**config.mk**
```make
export PLATFORM = sky130hd
export DESIGN_NAME = uvc_payload_gen
export DESIGN_NICKNAME = d
export VERILOG_FILES = /design/src/rtl/uvc_payload_gen.sv
export SDC_FILE = /design/constraint.sdc
export NUM_CORES = 1
export LEC_CHECK = 0
export CORE_MARGIN = 3
export CORE_UTILIZATION = 59
export CTS_CLUSTER_SIZE = 28
export DETAILED_ROUTE_END_ITERATION = 10
export GPL_ROUTABILITY_DRIVEN = 0
export GPL_TIMING_DRIVEN = 0
export PLACE_DENSITY = 0.88
export SLEW_MARGIN = 30
export SYNTH_ARGS = -nofsm -noshare
export SYNTH_HDL_FRONTEND = slang
export SYNTH_SLANG_ARGS = --single-unit
```
**constraint.sdc**
```tcl
create_clock -name CLK_I -period 3.25 [get_ports CLK_I]
set_input_delay 0.4875 -clock CLK_I [delete_from_list [all_inputs] [get_ports CLK_I]]
set_output_delay 0.4875 -clock CLK_I [all_outputs]
set_load 0.05 [all_outputs]
```
**src/rtl/uvc_payload_gen.sv**
```systemverilog
// uvc_payload_gen: UVC isochronous payload generator.
// Once per frame interval (SOF_PER_FRAME microframes) turns a 24-bit {Y,U,V}
// pixel stream into UVC payloads (header + YUY2 bytes) for the USB TX FIFO.
// Optional macro UVC_PTS_EN: 12-byte header carrying PTS, SCR/STC and the
// 11-bit frame number; when undefined, 2-byte header and no timestamp logic.
module uvc_payload_gen #(
  parameter int WIDTH         = 640,
  parameter int HEIGHT        = 480,
  parameter int PAYLOAD_SIZE  = 1024,
  parameter int SOF_PER_FRAME = 104
) (
  input  logic        CLK_I,
  input  logic        RSTN_I,
  input  logic        SOF_I,
  input  logic        FIFO_AFULL_I,
  input  logic        FIFO_EMPTY_I,
  input  logic [23:0] PIX_DATA_I,
  input  logic        PIX_VALID_I,
  output logic        PIX_REQ_O,
  output logic [7:0]  DATA_O,
  output logic        DVAL_O,
  output logic        VS_O,
  output logic        EOF_O
);

`ifdef UVC_PTS_EN
  localparam int         HLEN     = 12;
  localparam logic [7:0] PTS_BITS = 8'h0C;
`else
  localparam int         HLEN     = 2;
  localparam logic [7:0] PTS_BITS = 8'h00;
`endif

  localparam logic [31:0] FRAME_BYTES = 32'(WIDTH * HEIGHT * 2);
  localparam logic [31:0] DPL         = 32'(PAYLOAD_SIZE - HLEN);
  localparam int          SCW         = $clog2(SOF_PER_FRAME);

  localparam logic [1:0] S_IDLE    = 2'd0;
  localparam logic [1:0] S_HEADER  = 2'd1;
  localparam logic [1:0] S_PAYLOAD = 2'd2;

  logic [1:0]     state;
  logic           sof_d0, sof_d1, sof_rise;
  logic [SCW-1:0] sof_cnt;
  logic [15:0]    byte_idx;
  logic [31:0]    frame_byte;
  logic [1:0]     grp;
  logic           fid;
  logic           hdr_emit, pay_emit, frame_start, last_byte, eof_flag;
  logic [7:0]     hdr_byte, pix_byte;

`ifdef UVC_PTS_EN
  logic [31:0] pts, pts_reg, scr_reg;
  logic [2:0]  sof_1ms;
  logic [10:0] frame_num;
`endif

  // Emit qualifiers, frame start and EOF decision for the current payload
  always_comb begin
    sof_rise    = sof_d0 & ~sof_d1;
    hdr_emit    = (state == S_HEADER) && !FIFO_AFULL_I;
    pay_emit    = (state == S_PAYLOAD) && !FIFO_AFULL_I && PIX_VALID_I;
    PIX_REQ_O   = pay_emit & grp[0];
    frame_start = (state == S_IDLE) && sof_rise && (sof_cnt == '0) && FIFO_EMPTY_I;
    last_byte   = (frame_byte == FRAME_BYTES - 32'd1);
    eof_flag    = ((FRAME_BYTES - frame_byte) <= DPL);
  end

  // Header byte selected by position within the header
  always_comb begin
    hdr_byte = '0;
    case (byte_idx)
      16'd0:   hdr_byte = 8'(HLEN);
      16'd1:   hdr_byte = 8'h80 | PTS_BITS | {6'b0, eof_flag, fid};
`ifdef UVC_PTS_EN
      16'd2:   hdr_byte = pts_reg[7:0];
      16'd3:   hdr_byte = pts_reg[15:8];
      16'd4:   hdr_byte = pts_reg[23:16];
      16'd5:   hdr_byte = pts_reg[31:24];
      16'd6:   hdr_byte = scr_reg[7:0];
      16'd7:   hdr_byte = scr_reg[15:8];
      16'd8:   hdr_byte = scr_reg[23:16];
      16'd9:   hdr_byte = scr_reg[31:24];
      16'd10:  hdr_byte = frame_num[7:0];
      16'd11:  hdr_byte = {5'b0, frame_num[10:8]};
`endif
      default: hdr_byte = '0;
    endcase
  end

  // YUY2 packing: Y0 U Y1 V, second Y taken from the next (show-ahead) pixel
  always_comb begin
    pix_byte = '0;
    case (grp)
      2'd0:    pix_byte = PIX_DATA_I[23:16];
      2'd1:    pix_byte = PIX_DATA_I[15:8];
      2'd2:    pix_byte = PIX_DATA_I[23:16];
      default: pix_byte = PIX_DATA_I[7:0];
    endcase
  end

  // SOF edge detect and position within the frame interval
  always_ff @(posedge CLK_I or negedge RSTN_I) begin
    if (!RSTN_I) begin
      sof_d0  <= 1'b0;
      sof_d1  <= 1'b0;
      sof_cnt <= '0;
    end else begin
      sof_d0 <= SOF_I;
      sof_d1 <= sof_d0;
      if (sof_rise) begin
        if (sof_cnt == SCW'(SOF_PER_FRAME - 1)) sof_cnt <= '0;
        else                                    sof_cnt <= sof_cnt + 1'b1;
      end
    end
  end

`ifdef UVC_PTS_EN
  // Timestamp counter, per-frame PTS, per-payload STC and 1 ms frame number
  always_ff @(posedge CLK_I or negedge RSTN_I) begin
    if (!RSTN_I) begin
      pts       <= '0;
      pts_reg   <= '0;
      scr_reg   <= '0;
      sof_1ms   <= '0;
      frame_num <= '0;
    end else begin
      pts <= pts + 32'd1;
      if (frame_start) pts_reg <= pts;
      if (hdr_emit && byte_idx == 16'd0) scr_reg <= pts;
      if (sof_rise) begin
        sof_1ms <= sof_1ms + 3'd1;
        if (sof_1ms == 3'd7) frame_num <= frame_num + 11'd1;
      end
    end
  end
`endif

  // Frame / payload sequencer with registered byte output
  always_ff @(posedge CLK_I or negedge RSTN_I) begin
    if (!RSTN_I) begin
      state      <= S_IDLE;
      byte_idx   <= '0;
      frame_byte <= '0;
      grp        <= '0;
      fid        <= 1'b0;
      DATA_O     <= '0;
      DVAL_O     <= 1'b0;
      VS_O       <= 1'b0;
      EOF_O      <= 1'b0;
    end else begin
      DVAL_O <= 1'b0;
      EOF_O  <= 1'b0;
      case (state)
        S_IDLE: begin
          if (frame_start) begin
            state      <= S_HEADER;
            byte_idx   <= '0;
            frame_byte <= '0;
            grp        <= '0;
            VS_O       <= 1'b1;
          end
        end
        S_HEADER: begin
          if (hdr_emit) begin
            DATA_O <= hdr_byte;
            DVAL_O <= 1'b1;
            if (byte_idx == 16'(HLEN - 1)) begin
              byte_idx <= '0;
              state    <= S_PAYLOAD;
            end else begin
              byte_idx <= byte_idx + 16'd1;
            end
          end
        end
        S_PAYLOAD: begin
          if (pay_emit) begin
            DATA_O     <= pix_byte;
            DVAL_O     <= 1'b1;
            grp        <= grp + 2'd1;
            frame_byte <= frame_byte + 32'd1;
            // Frame end takes priority over a payload boundary on the same byte
            if (last_byte) begin
              EOF_O    <= 1'b1;
              VS_O     <= 1'b0;
              fid      <= ~fid;
              byte_idx <= '0;
              state    <= S_IDLE;
            end else if ({16'b0, byte_idx} == DPL - 32'd1) begin
              byte_idx <= '0;
              state    <= S_HEADER;
            end else begin
              byte_idx <= byte_idx + 16'd1;
            end
          end
        end
        default: state <= S_IDLE;
      endcase
    end
  end

endmodule

```
Word-level counts from Yosys, hierarchy flattened
Index checks and enable logic that the tools add are counted.
{"block": "totals", "regBits": 73, "output_inout_bits": 12}
{"block": "op_classes", "addsub": 5, "magnitude_cmp": 1, "n_eq_ne": 14, "n_mux": 36, "bitwise_logic": 4, "reduce_logical": 21}
{"operator": "2-to-1 mux 16 bit", "count": 6}
{"operator": "2-to-1 mux 32 bit", "count": 2}
{"operator": "one-hot mux 32 bit (2 select lines)", "count": 1}
{"operator": "one-hot mux 16 bit (3 select lines)", "count": 1}
{"operator": "one-hot mux 8 bit (2 select lines)", "count": 3}
{"operator": "adder 32 x 1 -> 32 bit, second input constant", "count": 1}
{"operator": "equality test 32 x 20 -> 1 bit, second input constant", "count": 1}
{"operator": "<= comparator 32 x 10 -> 1 bit, second input constant", "count": 1}
{"operator": "subtractor 20 x 32 -> 32 bit, first input constant", "count": 1}
{"operator": "adder 16 x 1 -> 16 bit, second input constant", "count": 1}
{"operator": "equality test 16 x 1 -> 1 bit, second input constant", "count": 1}
{"operator": "equality test 16 x 10 -> 1 bit, second input constant", "count": 1}
{"operator": "logical NOT 16 bit", "count": 1}
{"operator": "2-to-1 mux 2 bit", "count": 8}
{"operator": "2-to-1 mux 8 bit", "count": 2}
{"operator": "AND reduction 3 bit", "count": 3}
{"operator": "2-to-1 mux 1 bit", "count": 8}
{"operator": "inequality test 2 bit, second input constant", "count": 4}
{"operator": "AND reduction 4 bit", "count": 2}
{"operator": "adder 7 x 1 -> 7 bit, second input constant", "count": 1}
{"operator": "equality test 7 bit, second input constant", "count": 1}
{"operator": "logical NOT 7 bit", "count": 1}
{"operator": "2-to-1 mux 7 bit", "count": 1}
{"operator": "logical AND 1 bit", "count": 6}
{"operator": "other kinds (16)", "count": 23}

Depth between registers and ports, before layout
Gate-level depths: netlist of run 1.
{"block": "logic_depth", "word_depth": 7, "ltp_mapped": 11, "ltp_nobuf": 9}

Worst setup path after synthesis of run 1
OpenSTA, ideal clock, no wires.
{"block": "synth_timing", "path_kind": "reg-to-output", "from": "register state[0]", "to": "output port PIX_REQ_O", "t_arrival_ns": 2.204, "t_required_ns": 2.762, "slack_ns": 0.558, "path_stages_with_launch": 8, "n_path_buf": 1, "cell_sequence": "dfrtp_1 > inv_1 > ha_1 > clkbuf_1 > nand2_1 > a21oi_1 > nand2_1 > nor2_1"}
{"block": "synth_via", "elab_chain_cells": 4}
{"item": "start: declaration", "line_no": "42", "rtl": "logic [1:0] state;"}
{"item": "start signal: assignment", "line_no": "142", "rtl": "state <= S_IDLE;"}
{"item": "start signal: assignment", "line_no": "157", "rtl": "state <= S_HEADER;"}
{"item": "start signal: assignment", "line_no": "170", "rtl": "state <= S_PAYLOAD;"}
{"item": "equality test 2 bit", "line_no": "62", "rtl": "pay_emit = (state == S_PAYLOAD) && !FIFO_AFULL_I && PIX_VALID_I;"}
{"item": "logical AND 1 bit (2 in a row)", "line_no": "62"}
{"item": "AND 1 bit", "line_no": "63", "rtl": "PIX_REQ_O = pay_emit & grp[0];"}
{"item": "end: declaration", "line_no": "19", "rtl": "output logic PIX_REQ_O,"}
Every way passes these cells.

Final worst setup path of run 1
Same ends and word-level chain as after synthesis.

==> results of run 1 <==
[worst max-delay path, stage by stage (launching register included)]
cell             delay, ns
dfrtp_1               0.42
inv_1                 0.10
ha_1                  0.22
clkbuf_2              0.24
nand2_1               0.15
a21oi_4               0.27
nand2_1               0.25
nor2_1                0.16
clkdlybuf4s15_2       0.39
[timing repair]
item                                    CTS  global route
endpoints found under the setup margin    1             2
hold buffers                              0             0
gates resized for setup                   5             2
[cells by family (layout without fill, tap and decap cells)]
family	count (synthesis)	count (layout)
AO/OA/AOI/OAI	125	125
adder cells (fa/ha/maj)	16	16
XOR/XNOR	36	36
AND/OR/NAND/NOR	275	275
buffers and inverters	50	107
multiplexers	6	6
flip-flops	73	73
[synthesized netlist by cell type, drive strengths merged (3+ instances only)]
cell type	number	area (um^2)
ha	16	200
and3	14	87.6
mux2i	4	40.0
dfrtp	73	1830
nand2b	8	50.1
o21ai	37	185
nand3	37	185
nand4b	6	67.6
nand3b	3	22.5
a211o	4	35.0
nor4b	3	32.5
clkbuf	27	101
o31ai	3	22.5
nor3b	4	41.3
nand4	11	68.8
a22o	9	78.8
or4	3	26.3
xnor2	14	123
nor4	14	133
and2	4	25.0
a22oi	7	52.6
nand2	58	220
or2	4	25.0
nor3	19	100
a21oi	27	135
or3	9	56.3
buf	5	40.0
xor2	22	193
and4	4	35.0
a21o	6	45.0
o211ai	6	50.1
inv	17	63.8
nor2b	8	50.1
nor2	63	239
o22ai	4	25.0
a31oi	4	25.0
[power by group]
part	switching, uW	internal [uW]
Sequential	86.3	969
Combinational	166	136
Clock	362	527
Total	614	1630
[per-layer routing]
layer / vias to the layer above / track usage, % / wire (um)
met5: - / 0 / 0
met4: 0 / 9.80 / 284
met3: 28 / 4.88 / 787
met2: 192 / 43.3 / 5880
met1: 2223 / 34.5 / 5310
li1: 2208 / - / -
[registers in the layout (all words and copies together) (netlist names)]
name and count:
sof_cnt 7, sof_d1 1, state 2, DVAL_O 1
DATA_O 8, VS_O 1, byte_idx 16, frame_byte 32
fid 1, sof_d0 1, EOF_O 1, grp 2
[cell type report]
cell class | instances | area, um^2
Buffer | 32 | 143
Clock buffer | 10 | 138
Clock inverter | 5 | 104
Fill cell | 585 | 2150
Inverter | 18 | 67.6
Multi-Input combinational cell | 458 | 2940
Sequential cell | 73 | 1830
Tap cell | 102 | 128
Timing Repair Buffer | 42 | 429
[per-stage QoR]
stage	power (uW)	instance area, um^2	instances
final	2250	5770	740
after global routing	2330	5770	740
after CTS	2250	5760	740
after detailed placement	1370	5510	725
after global placement	1340	5500	724
after floorplan	1240	4960	581
[layout by cell type, fill, tap and decap left out, types with 5 or more instances in the layout]
master,synthesis,routed
nor4_1,11,11
o211ai_1,5,5
a21o_1,6,6
a22o_1,9,9
inv_1,17,17
a22oi_1,7,7
clkbuf_1,27,26
nand3_1,37,37
xor2_1,22,22
and3_1,14,14
clkdlybuf4s50_1,0,39
nor2b_1,8,8
or3_1,9,9
o21ai_0,36,36
dfrtp_1,73,73
clkbuf_8,0,10
ha_1,16,16
xnor2_1,14,14
nand2b_1,8,8
nand4_1,11,11
nor3_1,18,18
nor2_1,62,62
a21oi_1,27,26
nand2_1,57,57
nand4b_1,5,5
[worst min path at each step]
stage | to | cells after the start
floorplan | DATA_O[0]$_DFFE_PN0P_ | 0
global placement | sof_d1$_DFF_PN0_ | 0
detailed placement | sof_d1$_DFF_PN0_ | 0
CTS | frame_byte[19]$_DFFE_PN0P_ | 1
global route | frame_byte[19]$_DFFE_PN0P_ | 1
finish | frame_byte[19]$_DFFE_PN0P_ | 1
==> flow_summary.toml, run 1 <==
[global_route]
grt_pass1_wl_um = 20900
grt_pass1_vias = 4439
grt_max_degree = 43
grt_use_total_pct = 26.3
overflow = 0
antenna_found_initial = 0

[pwr]
vdd_ir_drop_max_mv = 0.340
power_density_nw_per_um2 = 389
power_leakage_uw = 0.00248

[setup_path]
r2r-end = "DATA_O[1]$_DFFE_PN0P_"
end_kind = "primary output"
worstPathArrival_ns = 2.54
required_ns = 2.76
ff2ff_path_depth = 11
reg2reg_from = "frame_byte[0]$_DFFE_PN0P_"
critPathCapture = "PIX_REQ_O"
cp-start-kind = "flop"
cp_max_fo = 10
worst-setup-path-type = "flop to primary output"
rrSetupSlack_ns = 0.37
critPathLaunch = "state[0]$_DFFE_PN0P_"

[run]
cap_violations = 0

[synth]
yosysWarnings = 0
synthAdderAreaFrac_pct = 4.04
synth_mux_area_share_pct = 1.26
netlist_instances = 581
ys_types = 68
synth_flop_cell = "dfrtp_1"
synth_xor_area_share_pct = 6.36
ys_seq_area_share_pct = 36.9
synthesis.nets = 627
synth_seq_cells = 73
async_flop_share_pct = 100
synth_edf_count = 0
synth_compound_area_share_pct = 17.0
synth_area_per_cell_um2 = 8.53
synth_simple_gate_area_share_pct = 30.3
synth_top_family_by_area = "simple AND/OR/NAND/NOR gates"
netlist_area_um2 = 4960

[die]
dieArea_um2 = 9540
fp.dieH_um = 97.7
core_area_um2 = 7930
num_rows = 32
fp.dieW_um = 97.7
initial_core_util_pct = 62.5
io_pins = 42

[sta]
hold_viol_final = 0
slew_headroom_pct = 56.0
rsz0062_at_grt = "false"
fin_setup_tns_ns = 0
fin_crit_ns = 3.03
slew_violations = 0
final.setup_skew_ns = 0.0123
fin_ws_ns = 0.220
worst_pin_slew_ns = 0.661
setup_viol = 0
layout_worst_path_cycle_share_pct = 93.2
whs_ns = 0.0663
fmax_ghz = 0.330

[drt]
drt-pass1-iter-count = 5
avgViaCountPerCell = 6.29
totalWireLength_um = 12300
drt_iter0_drc = 328
post_drt_wl_per_cell_um = 16.6
num_vias = 4651
drc = 0
postRouteAntennaNets = 0

[finish]
syn_to_final_growth_pct = 16.5
final_util_pct = 72.8
layout-drive-gt1-share_pct = 7.21
finalNetCount = 680
n_antenna_cell = 0

[clock_network]
htreeDepth = 3
cts.sinks = 73
cts_tree = "done"
cts-root-buf = "clkbuf_8"
numCtsBuffers = 9
clockBufferDepth = 2
clk_latency_ns = 0.36
clk_pin_slew_ns = 0.08
postCtsSetupRepairBufs = 0

[worst_hold_path]
hold_path_class = "input pin to asynchronous set/reset pin"

[status]
outcome = "complete, no violations"

[placement]
portBuffers = 41
place_hpwl_um = 8680
dpl_worst_slack_ns = -0.257
Note: power is estimated with default switching activity, not from simulation.
==> inputs of run 2 (changes only) <==
Settings changed: SETUP_SLACK_MARGIN from default to 0.1.
==> run 2 against run 1 <==
  * Global-route usage did not move
  * Clock skew down 0.0012 ns
  * Utilization hardly changed
  * Worst setup slack improved by 0.075 ns
  * Count of clock-buffer cells in the layout did not move
  * Total power down 0.12%
  * Maximum frequency up 2.5%
  * Flip-flop and latch count stayed put
  * First-iteration DRC count up 3.0%
  * Sequential power barely moved
==> flow_summary.toml, run 2 (same netlist as run 1, synthesis figures left out) <==
[status]
outcome = "complete, no violations"

[clock_network]
clockBufferDepth = 2
htreeDepth = 3
numCtsBuffers = 9
clk_latency_ns = 0.35
cts.sinks = 73
postCtsSetupRepairBufs = 0
clk_pin_slew_ns = 0.08
ctsHoldBuffers = 0
cts_tree = "done"
cts-root-buf = "clkbuf_8"

[placement]
place_inst = 725
place_hpwl_um = 8680
portBuffers = 41

[die]
initial_core_util_pct = 62.5
dieArea_um2 = 9540
fp.dieH_um = 97.7
num_rows = 32
core_area_um2 = 7930
fp.dieW_um = 97.7
io_pins = 42

[drt]
postRouteAntennaNets = 0
num_vias = 4641
drc = 0
post_drt_wl_per_cell_um = 16.6
avgViaCountPerCell = 6.27
drt_iter0_drc = 338
highest_layer = "met4"
routedLengthMet1_um = 5280
wl_met2_um = 5860
drt-pass1-iter-count = 5
totalWireLength_um = 12300
route.met3.wl_um = 791

[finish]
n_antenna_cell = 0
seq_area_um2 = 1830
fin_cells = 740
finalNetCount = 680
layout_commonest_cell = "dfrtp_1"
fill_cells = 585
syn_to_final_growth_pct = 16.5
multiInputGateArea_um2 = 2940
top_regs = "frame_byte: 32 flops, byte_idx: 16 flops, DATA_O: 8 flops"
final_cell_mix = "73 x dfrtp_1, 62 x nor2_1, 56 x nand2_1"
largest_reg_flops = 32
layout-drive-gt1-share_pct = 7.37
regMostFlops = "frame_byte"

[setup_path]
cp-start-kind = "flop"
critPathSlowestCell = "dfrtp_1"
ff2ff_path_depth = 11
rrSetupSlack_ns = 0.34
critPathBufInv = 3
worstPathArrival_ns = 2.47
cp_max_fo = 10
reg2reg_from = "frame_byte[0]$_DFFE_PN0P_"
crit_chain = "inv_1, ha_1, clkbuf_2, nand2_1, a21oi_4, nand2_2, nor2_1, clkdlybuf4s15_2"
worst-setup-path-type = "flop to primary output"
required_ns = 2.76
cp_top_family = "buffers and inverters"
end_kind = "primary output"
slowest_delay_ns = 0.42
r2r-end = "DATA_O[1]$_DFFE_PN0P_"

[pwr]
vdd_ir_drop_max_mv = 0.340
finalPower_uw = 2240
power_leakage_uw = 0.00248
power_density_nw_per_um2 = 389

[global_route]
antenna_found_initial = 0
grt_use_total_pct = 26.3
grt_pass1_wl_um = 20900
overflow = 0
grt_max_degree = 43
grt_pass1_vias = 4439

[sta]
fmax_ghz = 0.338
rsz0062_at_grt = "true"
worst_pin_slew_ns = 0.671
slew_violations = 0
setup_viol = 0
layout_worst_path_cycle_share_pct = 90.9
final.setup_skew_ns = 0.0110
hold_viol_final = 0
fin_crit_ns = 2.95
slew_headroom_pct = 55.3

[worst_hold_path]
hold_path_class = "input pin to asynchronous set/reset pin"

[run]
cap_violations = 0
==> run 2: cell types whose count changed in the layout (fill, tap and decap cells not counted) <==
cell,before,now
nand2_1,57,56
nand2_2,1,2
==> run 2: layout make-up <==
class / count / share of cell area, %
multi-input cells: 458 / 50.9
flip-flops and latches: 73 / 31.6
repair buffers: 42 / 7.43
plain buffers: 32 / 2.47
clock buffers: 10 / 2.38
well taps: 102 / 2.21
clock inverters: 5 / 1.80
inverters: 18 / 1.17
==> run 2: worst max path at each step <==
stage	startpoint	to	slack (ns)	depth (start not counted)
3_3_place_gp	RSTN_I	byte_idx[10]$_DFFE_PN0P_	-0.81	1
6_report	state[0]$_DFFE_PN0P_	PIX_REQ_O	0.30	8
4_1_cts	state[0]$_DFFE_PN0P_	PIX_REQ_O	0.12	8
2_1_floorplan	state[0]$_DFFE_PN0P_	PIX_REQ_O	0.56	7
5_1_grt	frame_byte[0]$_DFFE_PN0P_	DATA_O[1]$_DFFE_PN0P_	0.05	11
3_5_place_dp	state[0]$_DFFE_PN0P_	PIX_REQ_O	-0.26	8
==> run 2: stage by stage <==
| step | hold WS, ns | setup TNS, ns | util [%] | instance area [um^2] | worst slack, ns |
|---|---|---|---|---|---|
| global route | 0.107 | 0 | 72.9 | 5780 | 0.0512 |
| global placement | 0.410 | -58.52 | 69.3 | 5500 | -0.806 |
| detailed placement | 0.421 | -0.257 | 69.5 | 5510 | -0.257 |
| CTS | 0.0732 | 0 | 72.7 | 5760 | 0.117 |
| finish | 0.0629 | 0 | 72.9 | 5780 | 0.295 |
| floorplan | 0.192 | 0 | - | 4960 | 0.558 |
==> run 2: power breakdown <==
part | total [uW] | switching (uW) | leakage (uW) | internal [uW]
clock | 885 | 358 | 0.000122 | 527
sequential | 1060 | 86.2 | 0.000947 | 969
combinational | 304 | 167 | 0.00141 | 136
==> run 2: timing repair <==
item                       CTS  global route
gates cloned                 0             0
setup endpoints to repair    1             2
gates resized for setup      5             3
==> run 2: metal layers <==
layer | GRT usage, % | vias to the layer above
met5 | 0 | -
met3 | 4.88 | 32
met2 | 43.3 | 191
met1 | 34.5 | 2214
li1 | - | 2204
met4 | 9.80 | 0
==> run 2: worst reg2reg max path, stage by stage (launching register included) <==
cell and delay [ns]:
dfrtp_1 0.38, clkbuf_1 0.21, inv_1 0.13, ha_1 0.30, nor3b_2 0.38, and4_1 0.23
buf_2 0.18, o211ai_2 0.17, nor3_1 0.29, nand2_1 0.10, a311o_1 0.35, o21ai_1 0.12
